### config.mk
export PLATFORM = sky130hd
export DESIGN_NAME = div
export DESIGN_NICKNAME = d
export VERILOG_FILES = /design/src/rtl/div_pkg.sv /design/src/rtl/div.sv
export SDC_FILE = /design/constraint.sdc
export NUM_CORES = 1
export LEC_CHECK = 0
export ABC_AREA = 1
export CAP_MARGIN = 20
export CORE_MARGIN = 3
export CORE_UTILIZATION = 55
export CTS_BUF_LIST = sky130_fd_sc_hd__clkbuf_16
export CTS_CLUSTER_SIZE = 14
export DETAILED_ROUTE_END_ITERATION = 10
export GPL_TIMING_DRIVEN = 0
export PLACE_DENSITY = 0.75
export SLEW_MARGIN = 25
export SYNTH_ARGS = -nofsm -noshare
export SYNTH_HDL_FRONTEND = slang
export SYNTH_SLANG_ARGS = --single-unit
### constraint.sdc
create_clock -name clk -period 4.3 [get_ports clk]
set_input_delay 1.29 -clock clk [delete_from_list [all_inputs] [get_ports clk]]
set_output_delay 1.29 -clock clk [all_outputs]
set_load 0.1 [all_outputs]
### src/rtl/div_pkg.sv
// Shared constants for the EX-stage divider: bus width, reset level, FSM encodings
// and handshake levels.
package div_pkg;

  localparam int          RegBus     = 32;
  localparam logic [31:0] ZeroWord   = 32'h0000_0000;
  localparam logic        RstEnable  = 1'b1;
  localparam logic        RstEnableN = 1'b0;  // the divider's reset is active-low

  typedef enum logic [1:0] {
    DivFree   = 2'b00,
    DivByZero = 2'b01,
    DivOn     = 2'b10,
    DivEnd    = 2'b11
  } div_state_e;

  localparam logic DivResultReady    = 1'b1;
  localparam logic DivResultNotReady = 1'b0;
  localparam logic DivStart          = 1'b1;
  localparam logic DivStop           = 1'b0;

  function automatic logic [31:0] neg32(input logic [31:0] v);
    return ~v + 32'd1;
  endfunction

endpackage

### src/rtl/div.sv
// Multi-cycle restoring divider for DIV/DIVU: 32 iterations, one quotient bit per edge.
// result_o = {remainder, quotient}, registered and held while start_i stays high.
module div
  import div_pkg::*;
(
  input  logic        clk,
  input  logic        rst,
  input  logic        signed_div_i,
  input  logic [31:0] opdata1_i,
  input  logic [31:0] opdata2_i,
  input  logic        start_i,
  input  logic        annul_i,
  output logic [63:0] result_o,
  output logic        ready_o
);

  div_state_e  state, nxt_state;
  logic [5:0]  cnt;
  logic [64:0] work;      // [63:32] partial remainder, [31:0] dividend bits / quotient
  logic [31:0] divisor;
  logic        neg_q, neg_r;

  logic        accept;
  logic [31:0] op1_mag, op2_mag;
  logic [64:0] sh, step;
  logic [32:0] trial;
  logic        borrow;
  logic [31:0] q_fix, r_fix;

  assign accept  = (start_i == DivStart) && !annul_i;
  assign op1_mag = (signed_div_i && opdata1_i[31]) ? neg32(opdata1_i) : opdata1_i;
  assign op2_mag = (signed_div_i && opdata2_i[31]) ? neg32(opdata2_i) : opdata2_i;

  // sh[64] set means the shifted remainder already exceeds any 32-bit divisor
  assign sh     = {work[63:0], 1'b0};
  assign trial  = {1'b0, sh[63:32]} - {1'b0, divisor};
  assign borrow = trial[32] & ~sh[64];
  assign step   = borrow ? sh : {1'b0, trial[31:0], sh[31:1], 1'b1};
  assign q_fix  = neg_q ? neg32(step[31:0])  : step[31:0];
  assign r_fix  = neg_r ? neg32(step[63:32]) : step[63:32];

  always_comb begin
    nxt_state = state;
    case (state)
      DivFree:   if (accept) nxt_state = (opdata2_i == ZeroWord) ? DivByZero : DivOn;
      DivByZero: nxt_state = annul_i ? DivFree : DivEnd;
      DivOn: begin
        if (annul_i)          nxt_state = DivFree;
        else if (cnt == 6'd31) nxt_state = DivEnd;
      end
      DivEnd:    if (!accept) nxt_state = DivFree;
      default:   nxt_state = DivFree;
    endcase
  end

  always_ff @(posedge clk) begin
    if (rst == RstEnableN) begin
      state    <= DivFree;
      cnt      <= '0;
      work     <= '0;
      divisor  <= '0;
      neg_q    <= 1'b0;
      neg_r    <= 1'b0;
      result_o <= '0;
      ready_o  <= DivResultNotReady;
    end else begin
      state <= nxt_state;
      case (state)
        DivFree: if (accept) begin
          work    <= {33'd0, op1_mag};
          divisor <= op2_mag;
          neg_q   <= signed_div_i & (opdata1_i[31] ^ opdata2_i[31]);
          neg_r   <= signed_div_i & opdata1_i[31];
          cnt     <= '0;
        end
        DivByZero: if (!annul_i) begin
          result_o <= '0;
          ready_o  <= DivResultReady;
        end
        DivOn: if (annul_i) begin
          cnt <= '0;
        end else begin
          work <= step;
          cnt  <= cnt + 6'd1;
          if (cnt == 6'd31) begin
            result_o <= {r_fix, q_fix};
            ready_o  <= DivResultReady;
          end
        end
        DivEnd: if (!accept) begin
          result_o <= '0;
          ready_o  <= DivResultNotReady;
        end
        default: ;
      endcase
    end
  end

endmodule

==> results of run 1 <==
layout by cell type, fill, tap and decap left out, types with 5 or more instances in the layout:
cell type / instances
and2_1: 5
nand2_2: 18
nor4_1: 8
buf_4: 5
nor2_2: 9
nand3b_1: 9
o21ai_1: 8
or2_1: 5
inv_1: 239
clkbuf_1: 63
clkdlybuf4s50_1: 133
o211ai_1: 20
nand4_1: 15
or2_2: 7
xor2_1: 51
clkbuf_16: 17
buf_2: 8
nor3_1: 23
nand2_1: 635
o21ai_0: 97
nor2_1: 164
nand3_1: 126
a21oi_2: 5
inv_2: 13
clkinv_1: 5
ha_1: 41
a221oi_1: 5
dfxtp_1: 171
nor3_2: 5
xnor2_1: 23
a21oi_1: 227
worst max-delay path: cells and delay by family (launching register included):
kind	cells	cell delay, ps
adders and majority gates	3	710
buffers and inverters	4	400
and+or+nand+nor	13	1750
DFF	1	310
AOI/OAI and AO/OA	6	800
cells by family (layout without fill, tap and decap cells):
family          after synthesis  after routing  synth area share (%)
other cells                   0              1                     0
flops                       171            171                  27.5
fa+ha+maj                    43             43                  4.38
compound gates              392            392                  17.2
simple gates               1044           1044                  35.3
buf+inv                     333            503                  10.5
xor+xnor                     74             74                  5.20
repair_timing:
| action | in CTS | in global routing |
|---|---|---|
| buffers inserted | 0 | 5 |
| setup endpoints to repair | 6 | 57 |
| pin swaps | 0 | 6 |
| gates resized for setup | 5 | 19 |
power groups by stage:
stage,Combinational (mW),Clock (mW),Sequential [mW]
2_1_floorplan,3.18,0,2.26
3_3_place_gp,4.58,0,2.01
3_5_place_dp,4.64,0,2.02
4_1_cts,4.70,1.51,1.99
5_1_grt,5.45,1.58,2.03
6_report,4.93,1.52,2.00
stage by stage:
stage | instance area (um^2) | setup WS (ps) | setup TNS (ps) | hold WS [ps] | cells
CTS | 14700 | 3.15 | 0 | 466 | 2502
floorplan | 12500 | 541 | 0 | 445 | 2057
global placement | 14100 | -274 | -7570 | 453 | 2470
finish | 14800 | 214 | 0 | 465 | 2508
detailed placement | 14100 | -346 | -7960 | 454 | 2470
global route | 14800 | -46.8 | -181 | 484 | 2507
layer usage:
metal  global-route usage, %  vias to the layer above
met2                    54.3                      533
met4                    11.5                        0
met1                    44.6                     6260
met3                    5.56                       85
met5                       0                        -
li1                        -                     6930
final timing paths:
path,startpoint,endpoint
worst max register to register,work[31],result_o[30]
worst min register to register,work[29],work[29]
worst max-delay path,work[31],result_o[30]
worst min-delay path,work[29],work[29]
sequential cells by signal, indices dropped and copies added (netlist names):
name and count:
cnt 6, divisor 32, neg_q 1, neg_r 1, ready_o 1, result_o 64
state 2, work 64
final cells by class:
class                      instances  area [um^2]  share of cell area [%]
sequential                       171         3420                    23.1
clock buffer                      17          425                    2.87
timing repair buffer             138         1370                    9.22
tap                              280          350                    2.36
multi-input combinational       1553         7810                    52.6
clock inverter                    15          141                   0.953
antenna                            1         2.50                  0.0169
inverter                         256          963                    6.49
buffer                            77          355                    2.39
==> summary.md, run 1 <==
| Metric | Value |
|---|---|
| Status | finished clean |
| Final Setup Violations | 0 |
| Post-synth top area share | 27.5% |
| Vias in the first global route | 12700 |
| Root Buffer | clkbuf_16 |
| Clock Pin Slew Worst Setup and Hold Paths | 70 ps |
| Buffers on Ports | 133 |
| Peak supply drop | 491 uV |
| Crit path max fanout | 10 |
| Top FF cell, synth | dfxtp_1 |
| DR iter-0 viols | 1073 |
| Drt total wl | 41100 um |
| Final Util | 67.4% |
| Overflow left after global routing | 0 |
| Pleak | 6.74 nW |
| Ys async rst share | 0% |
| CP Capture Type | flop |
| Clk buf depth | 2 |
| Fillers | 2077 |
| Initial Util | 56.6% |
| Inserted Clock Buffers | 17 |
| Met2 WL post-DR | 18700 um |
| Largest net degree at the start of global routing | 17 |
| Seq cells post-synth | 171 |
| Hold Crit Class | flop to flop |
| Synth Area per Inst | 6.06 um^2 |
| Worst Setup Start Kind | flop |
| Remaining DRCs | 0 |
| Post-synthesis sequential area ratio | 27.5% |
| Slew Limit Fails | 0 |
| Post-synth EDFFs | 0 |
| Syn Nets | 2169 |
| Count leader, synth | nand2_1 |
| Top post-synthesis cells by area | dfxtp_1 (27%), nand2_1 (19%), a21oi_1 (9.2%), inv_1 (7.3%), nand3_1 (5.1%) |
| Final #Nets | 2326 |
| Net switching fraction of the power | 51.2% |
| Fmax | 245 MHz |
| Clock share of power | 17.9% |
| # hold bufs at CTS | 0 |
| Psw | 4.32 mW |
| First-pass GRT wire length | 64800 um |
| Layout area overhead | 19.0% |
| Skew final | 9.64 ps |
| M1 WL | 18100 um |
| Power consumption | 8.45 mW |
| Post-DR wirelength/cell | 16.4 um |
| Netlist Area Pre-Place | 0.0125 mm^2 |
| R2R Setup Slk | 210 ps |
| Routability cong. | 0.983 |
| Fin. Hold Viols | 0 |
| Critical Path RT | 4600 ps |
| GRT Resource Usage Total | 33.3% |
| DR vias | 13800 |
| Yosys cell types | 51 |
| Die ar. | 0.0245 mm^2 |
| CTS tree | done |
| H-tree levels | 4 |
| Critical Path AT | 4390 ps |
| Cell Pwr Density | 569 mW/mm^2 |
| Die Y | 157 um |
| Core Rows | 54 |
| Internal power | 4.12 mW |
| Antenna violations before repair | 0 |
| Cell count after synthesis | 2057 |
| Worst path slowest cell | fa_2 |
| Share of post-route cells with drive strength above 1 | 5.66% |
| Relative slew slack | 27.7% |
| Met3 wire len | 3030 um |
| R2R cell count | 26 |
| Comb pwr share | 58.3% |
| Die width | 157 um |
| Most frequent cells after synthesis | nand2_1 (636), inv_1 (241), a21oi_1 (228) |
| Period utilization | 95.0% |
| WS Path Type | flop to flop |
| # IOs | 134 |
| Highest metal used | met4 |
| Later-pin clock latency in the skew report | 430 ps |
| Worst Max-Slew Pin Slew | 1080 ps |
| Post-DR vias/cell | 5.51 |
| Post-route ant nets | 0 |
| Core area | 0.0220 mm^2 |
| Sequential power share | 23.7% |
| Max cap viols | 0 |
| Warnings, synthesis | 0 |
| Tmin final | 4090 ps |
| Sink Count | 171 |
| Crit path largest cell delay | 350 ps |
| HPWL Detailed | 32800 um |
| Detailed Routing Iterations Pass 1 | 6 |
| Min-Delay Path Depth | 2 |
| Post-synth top area cell | dfxtp_1 |
(Power assumes the default switching activity.)
==> run 2, diff against run 1 <==
SETUP_SLACK_MARGIN = 0.4   (was default)
==> summary.md, run 2 (same netlist as run 1, synthesis figures left out) <==
| Metric | Value |
|---|---|
| Worst Setup Start Kind | flop |
| Final Util | 68.5% (+1.1 points) |
| Routability cong. | 0.983 (unchanged) |
| CP startpoint | divisor[23] |
| R2R cell count | 25 (-3.8%) |
| First-pass GRT wire length | 65000 um (+0.35%) |
| DR vias | 13900 (+0.42%) |
| Fmax | 269 MHz (+9.9%) |
| Worst path slowest cell | ha_2 |
| Drt total wl | 41300 um (+0.49%) |
| Clk buf depth | 2 (unchanged) |
| ANT cells | 0 (-1) |
| Hold Crit Class | flop to flop |
| Crit path max fanout | 10 (unchanged) |
| WHS | 465 ps (+0.104 ps) |
| Leading cell types in the layout, fill and taps excluded | nand2_1 (632), inv_1 (237), a21oi_1 (226) |
| Root Buffer | clkbuf_16 |
| Power consumption | 8.56 mW (+1.4%) |
| Vias in the first global route | 12700 (+0.54%) |
| Clock Pin Slew Worst Setup and Hold Paths | 70 ps (about the same) |
| Core Rows | 54 (unchanged) |
| Die ar. | 0.0245 mm^2 (unchanged) |
| Post-DR wirelength/cell | 16.4 um (+0.13%) |
| Fin. Hold Viols | 0 (unchanged) |
| Worst path bufs/invs | 5 (+1) |
| Final Setup Violations | 0 (unchanged) |
| Min-Delay Path Depth | 2 (unchanged) |
| Max cap viols | 0 (unchanged) |
| Critical Path RT | 4610 ps (about the same) |
| Post-DR vias/cell | 5.51 (about the same) |
| HPWL Detailed | 32800 um (unchanged) |
| Later-pin clock latency in the skew report | 430 ps (about the same) |
| CTS tree | done |
| Overflow left after global routing | 0 (unchanged) |
| Min-Delay Endpoint | work[29] |
| Met2 WL post-DR | 18900 um (+1.2%) |
| Final #Nets | 2336 (+0.43%) |
| # hold bufs at CTS | 0 (unchanged) |
| H-tree levels | 4 (unchanged) |
| Period utilization | 86.4% (-8.6 points) |
| Post-route ant nets | 0 (unchanged) |
| Peak supply drop | 542 uV (+10%) |
| CP Capture Type | flop |
| Pleak | 6.84 nW (+1.4%) |
| WS Path Type | flop to flop |
| Worst Max-Slew Pin Slew | 1080 ps (+0.488 ps) |
| Buffers on Ports | 133 (unchanged) |
| Remaining DRCs | 0 (unchanged) |
| Dpl cells | 2470 (unchanged) |
| Die Y | 157 um (unchanged) |
| Sink Count | 171 (unchanged) |
| Antenna violations before repair | 0 (unchanged) |
| Highest metal used | met4 |
| Relative slew slack | 27.7% (-0.033 points) |
| Die width | 157 um (unchanged) |
| R2R Setup Slk | 580 ps (+370 ps) |
| GRT Resource Usage Total | 33.4% (+0.12 points) |
| Min-delay src | work[29] |
| Largest net degree at the start of global routing | 17 (unchanged) |
| Core area | 0.0220 mm^2 (unchanged) |
| CP delay by family, top | simple AND/OR/NAND/NOR gates |
| Tmin final | 3720 ps (-369 ps) |
| M1 WL | 18000 um (-0.50%) |
| Most frequent CP cell | nand2_1 |
| Slew Limit Fails | 0 (unchanged) |
| Biggest regs | result_o (64), work (64), divisor (32) |
| Cell Pwr Density | 568 mW/mm^2 (-0.27%) |
| Worst reg2reg startpoint | divisor[23] |
| Share of post-route cells with drive strength above 1 | 7.38% (+1.7 points) |
| Met3 wire len | 3100 um (+2.3%) |
| DR iter-0 viols | 1135 (+5.8%) |
| Critical Path AT | 4020 ps (-370 ps) |
| Skew final | 10.5 ps (+0.816 ps) |
| Non-filler cells, final | 2517 (+0.36%) |
| Layout area overhead | 21.0% |
| Worst R2R End | result_o[60] |
| Detailed Routing Iterations Pass 1 | 6 (unchanged) |
| Crit path largest cell delay | 350 ps (about the same) |
| # IOs | 134 (unchanged) |
| Initial Util | 56.6% (unchanged) |
| Setup tns final | 0 ps (unchanged) |
| Status | finished clean |
| RSZ-0062 raised after global routing | no |
| Inserted Clock Buffers | 17 (unchanged) |
| Commonest non-fill, non-tap cell in the layout | nand2_1 |
## run 2: cell count changes in the layout (fill, tap and decap cells not counted), moves of 4 or more
cell     previous run  this run
nor3_1             23        18
nand3_1           126       122
buf_4               5        14
nand3_2             3         7
ha_1               41        34
ha_4                0         4
## run 2: worst max-delay path by stage
stage / to / slack [ps] / cells past startpoint
2_1_floorplan: result_o[30] / 540 / 26
3_3_place_gp: work[23] / -270 / 14
3_5_place_dp: result_o[30] / -350 / 26
4_1_cts: result_o[28] / 430 / 26
5_1_grt: result_o[60] / 380 / 25
6_report: result_o[60] / 580 / 25
## run 2: routing by layer
layer  GRT usage, %  up-vias
li1               -     6949
met1           44.6     6284
met2           54.4      542
met3           5.64       91
met4           12.0        0
met5              0        -
## run 2: area by class of cell
type	instances	area, um^2
multi-input combinational	1553	7970
fill	2051	6940
sequential	171	3420
timing repair buffer	148	1460
inverter	256	963
clock buffer	17	425
buffer	77	357
tap	280	350
clock inverter	15	141
## run 2: per-stage QoR
step,setup slack (ps),area (um^2)
after floorplan,541,12500
after global placement,-274,14100
after detailed placement,-346,14100
after CTS,426,14800
after global routing,383,15100
final,583,15100
## run 2: worst register-to-register path: stages (launching register included)
cell and delay, ps:
dfxtp_1 320, inv_1 170, ha_2 350, nand2_1 80, nand2_1 50, inv_1 80, nand2_1 80, inv_1 60
nand2_2 70, a21oi_4 250, buf_4 200, clkbuf_4 210, nand3_1 90, nand2_1 140, ha_1 180, nand3_1 100
nor2_2 170, nand3_2 140, nand2_2 150, nand3_1 150, nor2_2 200, nand2_1 70, nand2_1 60, nand2_1 80
nand2_1 80, a21oi_2 50
## run 2: repair_timing
| action | CTS | global route |
|---|---|---|
| pin swaps | 4 | 15 |
| resized for setup | 21 | 41 |
| endpoints found under the setup margin | 70 | 98 |
| buffers inserted | 4 | 11 |
## run 2: power breakdown
group | leakage (nW) | total (mW) | switching, mW | internal, mW
sequential | 1.39 | 2.01 | 0.209 | 1.80
combinational | 5.16 | 5.04 | 3.46 | 1.58
clock | 0.284 | 1.52 | 0.705 | 0.811
total | 6.84 | 8.56 | 4.37 | 4.19
==> run 3, diff against run 2 <==
REMOVE_ABC_BUFFERS = 1   (was default)
==> summary.md, run 3 (same netlist as run 1, synthesis figures left out) <==
| Metric | Value |
|---|---|
| Status | finished clean |
| Root Buffer | clkbuf_16 |
| Clock Pin Slew Worst Setup and Hold Paths | 80 ps (about the same) |
| Critical Path AT | 4080 ps (+60 ps) |
| CP delay by family, top | simple AND/OR/NAND/NOR gates |
| HPWL Detailed | 28400 um (-13%) |
| Overflow left after global routing | 0 (unchanged) |
| Leading cell types in the layout, fill and taps excluded | nand2_1 (629), inv_1 (234), a21oi_1 (225) |
| Worst Setup Start Kind | flop |
| Clk buf depth | 2 (unchanged) |
| Die width | 157 um (unchanged) |
| WS Path Type | flop to flop |
| Die Y | 157 um (unchanged) |
| Worst path bufs/invs | 5 (unchanged) |
| Commonest non-fill, non-tap cell in the layout | nand2_1 |
| Share of post-route cells with drive strength above 1 | 8.36% (+0.98 points) |
| Most frequent CP cell | nand2_2 |
| Final Setup Violations | 0 (unchanged) |
| RSZ-0062 raised after global routing | no |
| CP Capture Type | flop |
| Detailed Routing Iterations Pass 1 | 8 (+2) |
| WHS | 466 ps (+0.600 ps) |
| Antenna violations before repair | 0 (unchanged) |
| Fin. Hold Viols | 0 (unchanged) |
| Fillers | 2072 (+1.0%) |
| Slew Limit Fails | 0 (unchanged) |
| Layout area overhead | 20.5% |
| Largest net degree at the start of global routing | 88 (+71) |
| Setup tns final | 0 ps (unchanged) |
| # IOs | 134 (unchanged) |
| Vias in the first global route | 12500 (-1.6%) |
| Buffers on Ports | 133 (unchanged) |
| Final #Nets | 2277 (-2.5%) |
| Pre-CTS setup slack | -1260 ps (-918 ps) |
| Routability cong. | 0.954 (-3.0%) |
| Critical Path RT | 4610 ps (about the same) |
| Peak supply drop | 640 uV (+18%) |
| Crit path largest cell delay | 380 ps (+30 ps) |
| Post-route ant nets | 0 (unchanged) |
| Pleak | 6.83 nW (about the same) |
| GRT Resource Usage Total | 32.0% (-1.3 points) |
| Core area | 0.0220 mm^2 (unchanged) |
| Post-DR vias/cell | 5.61 (+1.9%) |
| Worst Max-Slew Pin Slew | 1040 ps (-39.2 ps) |
| Final Util | 68.2% (-0.27 points) |
| Worst path slowest cell | fa_2 |
| Sink Count | 171 (unchanged) |
| DR vias | 13800 (-0.52%) |
| Final worst setup slack | 523 ps (-60.6 ps) |
| # hold bufs at CTS | 0 (unchanged) |
| CTS tree | done |
| Max cap viols | 0 (unchanged) |
| Post-DR wirelength/cell | 16.1 um (-1.8%) |
| Relative slew slack | 30.3% (+2.6 points) |
| Later-pin clock latency in the skew report | 450 ps (+20 ps) |
| Crit path max fanout | 6 (-4) |
| Fmax | 265 MHz (-1.6%) |
| Remaining DRCs | 0 (unchanged) |
| First-pass GRT wire length | 63200 um (-2.8%) |
| FF+latch area | 0.00342 mm^2 (about the same) |
| Initial Util | 56.6% (unchanged) |
| Period utilization | 87.8% (+1.4 points) |
| Tmin final | 3780 ps (+60.6 ps) |
| ANT cells | 0 (unchanged) |
| Inserted Clock Buffers | 17 (unchanged) |
| Biggest regs | result_o (64), work (64), divisor (32) |
| Hold Crit Class | flop to flop |
| DR iter-0 viols | 1086 (-4.3%) |
| Core Rows | 54 (unchanged) |
| Drt total wl | 39600 um (-4.1%) |
| Cell Pwr Density | 576 mW/mm^2 (+1.5%) |
| Multi-input gate area | 0.00807 mm^2 (+1.3%) |
| H-tree levels | 4 (unchanged) |
| Skew final | 21.1 ps (+10.6 ps) |
| Die ar. | 0.0245 mm^2 (unchanged) |
## run 3: cell types whose count changed in the layout (fill, tap and decap cells not counted), moves of 4 or more
| cell | change |
|---|---|
| buf_2 | -6 |
| buf_4 | +9 |
| clkbuf_1 | -61 |
| ha_1 | +5 |
| inv_6 | +4 |
## run 3: power breakdown
group          switching, mW  total [mW]  internal, mW
registers              0.232        2.03          1.80
clock network          0.770        1.54         0.774
logic                   3.49        5.08          1.59
total                   4.50        8.66          4.16
## run 3: final timing paths
check | slack, ps | end | depth (start not counted) | start
max | 520 | result_o[28] | 25 | work[31]
min | 470 | result_o[20] | 2 | result_o[20]
max reg2reg | 520 | result_o[28] | 25 | work[31]
min reg2reg | 470 | result_o[20] | 2 | result_o[20]
## run 3: worst reg2reg max path: cells and delay by family, from the launching register on
family                     cells  cell delay, ps
adders and majority gates      3             720
DFF                            1             310
and+or+nand+nor               14            1650
AOI/OAI and AO/OA              3             280
buffers and inverters          5             670
## run 3: through the flow
step                cell area [um^2]  instances  power, mW
global placement               13800       2393       6.44
detailed placement             13900       2396       6.54
global route                   15000       2458       9.32
CTS                            14800       2445       8.43
floorplan                      12100       1980       5.31
finish                         15000       2458       8.66
## run 3: layout make-up
type / instances / share of cell area, %
Sequential cell: 171 / 22.8
Inverter: 256 / 6.58
Clock buffer: 17 / 2.83
Clock inverter: 15 / 0.983
Tap cell: 280 / 2.33
Timing Repair Buffer: 162 / 10.8
Multi-Input combinational cell: 1557 / 53.7
## run 3: routing by layer
layer / vias up / part of all wire (%) / wire (um) / GRT usage (%)
met3: 80 / 6.6 / 2630 / 4.29
met2: 534 / 44 / 17500 / 50.6
met1: 6335 / 46 / 18300 / 44.7
met5: - / 0 / 0 / 0
li1: 6845 / - / - / -
met4: 0 / 2.9 / 1140 / 12.0
## run 3: timing repair
action / in CTS / in global routing
pin swaps: 12 / 17
setup buffers: 13 / 13
gates cloned: 4 / 0
resized for setup: 38 / 38
setup endpoints to repair: 132 / 75
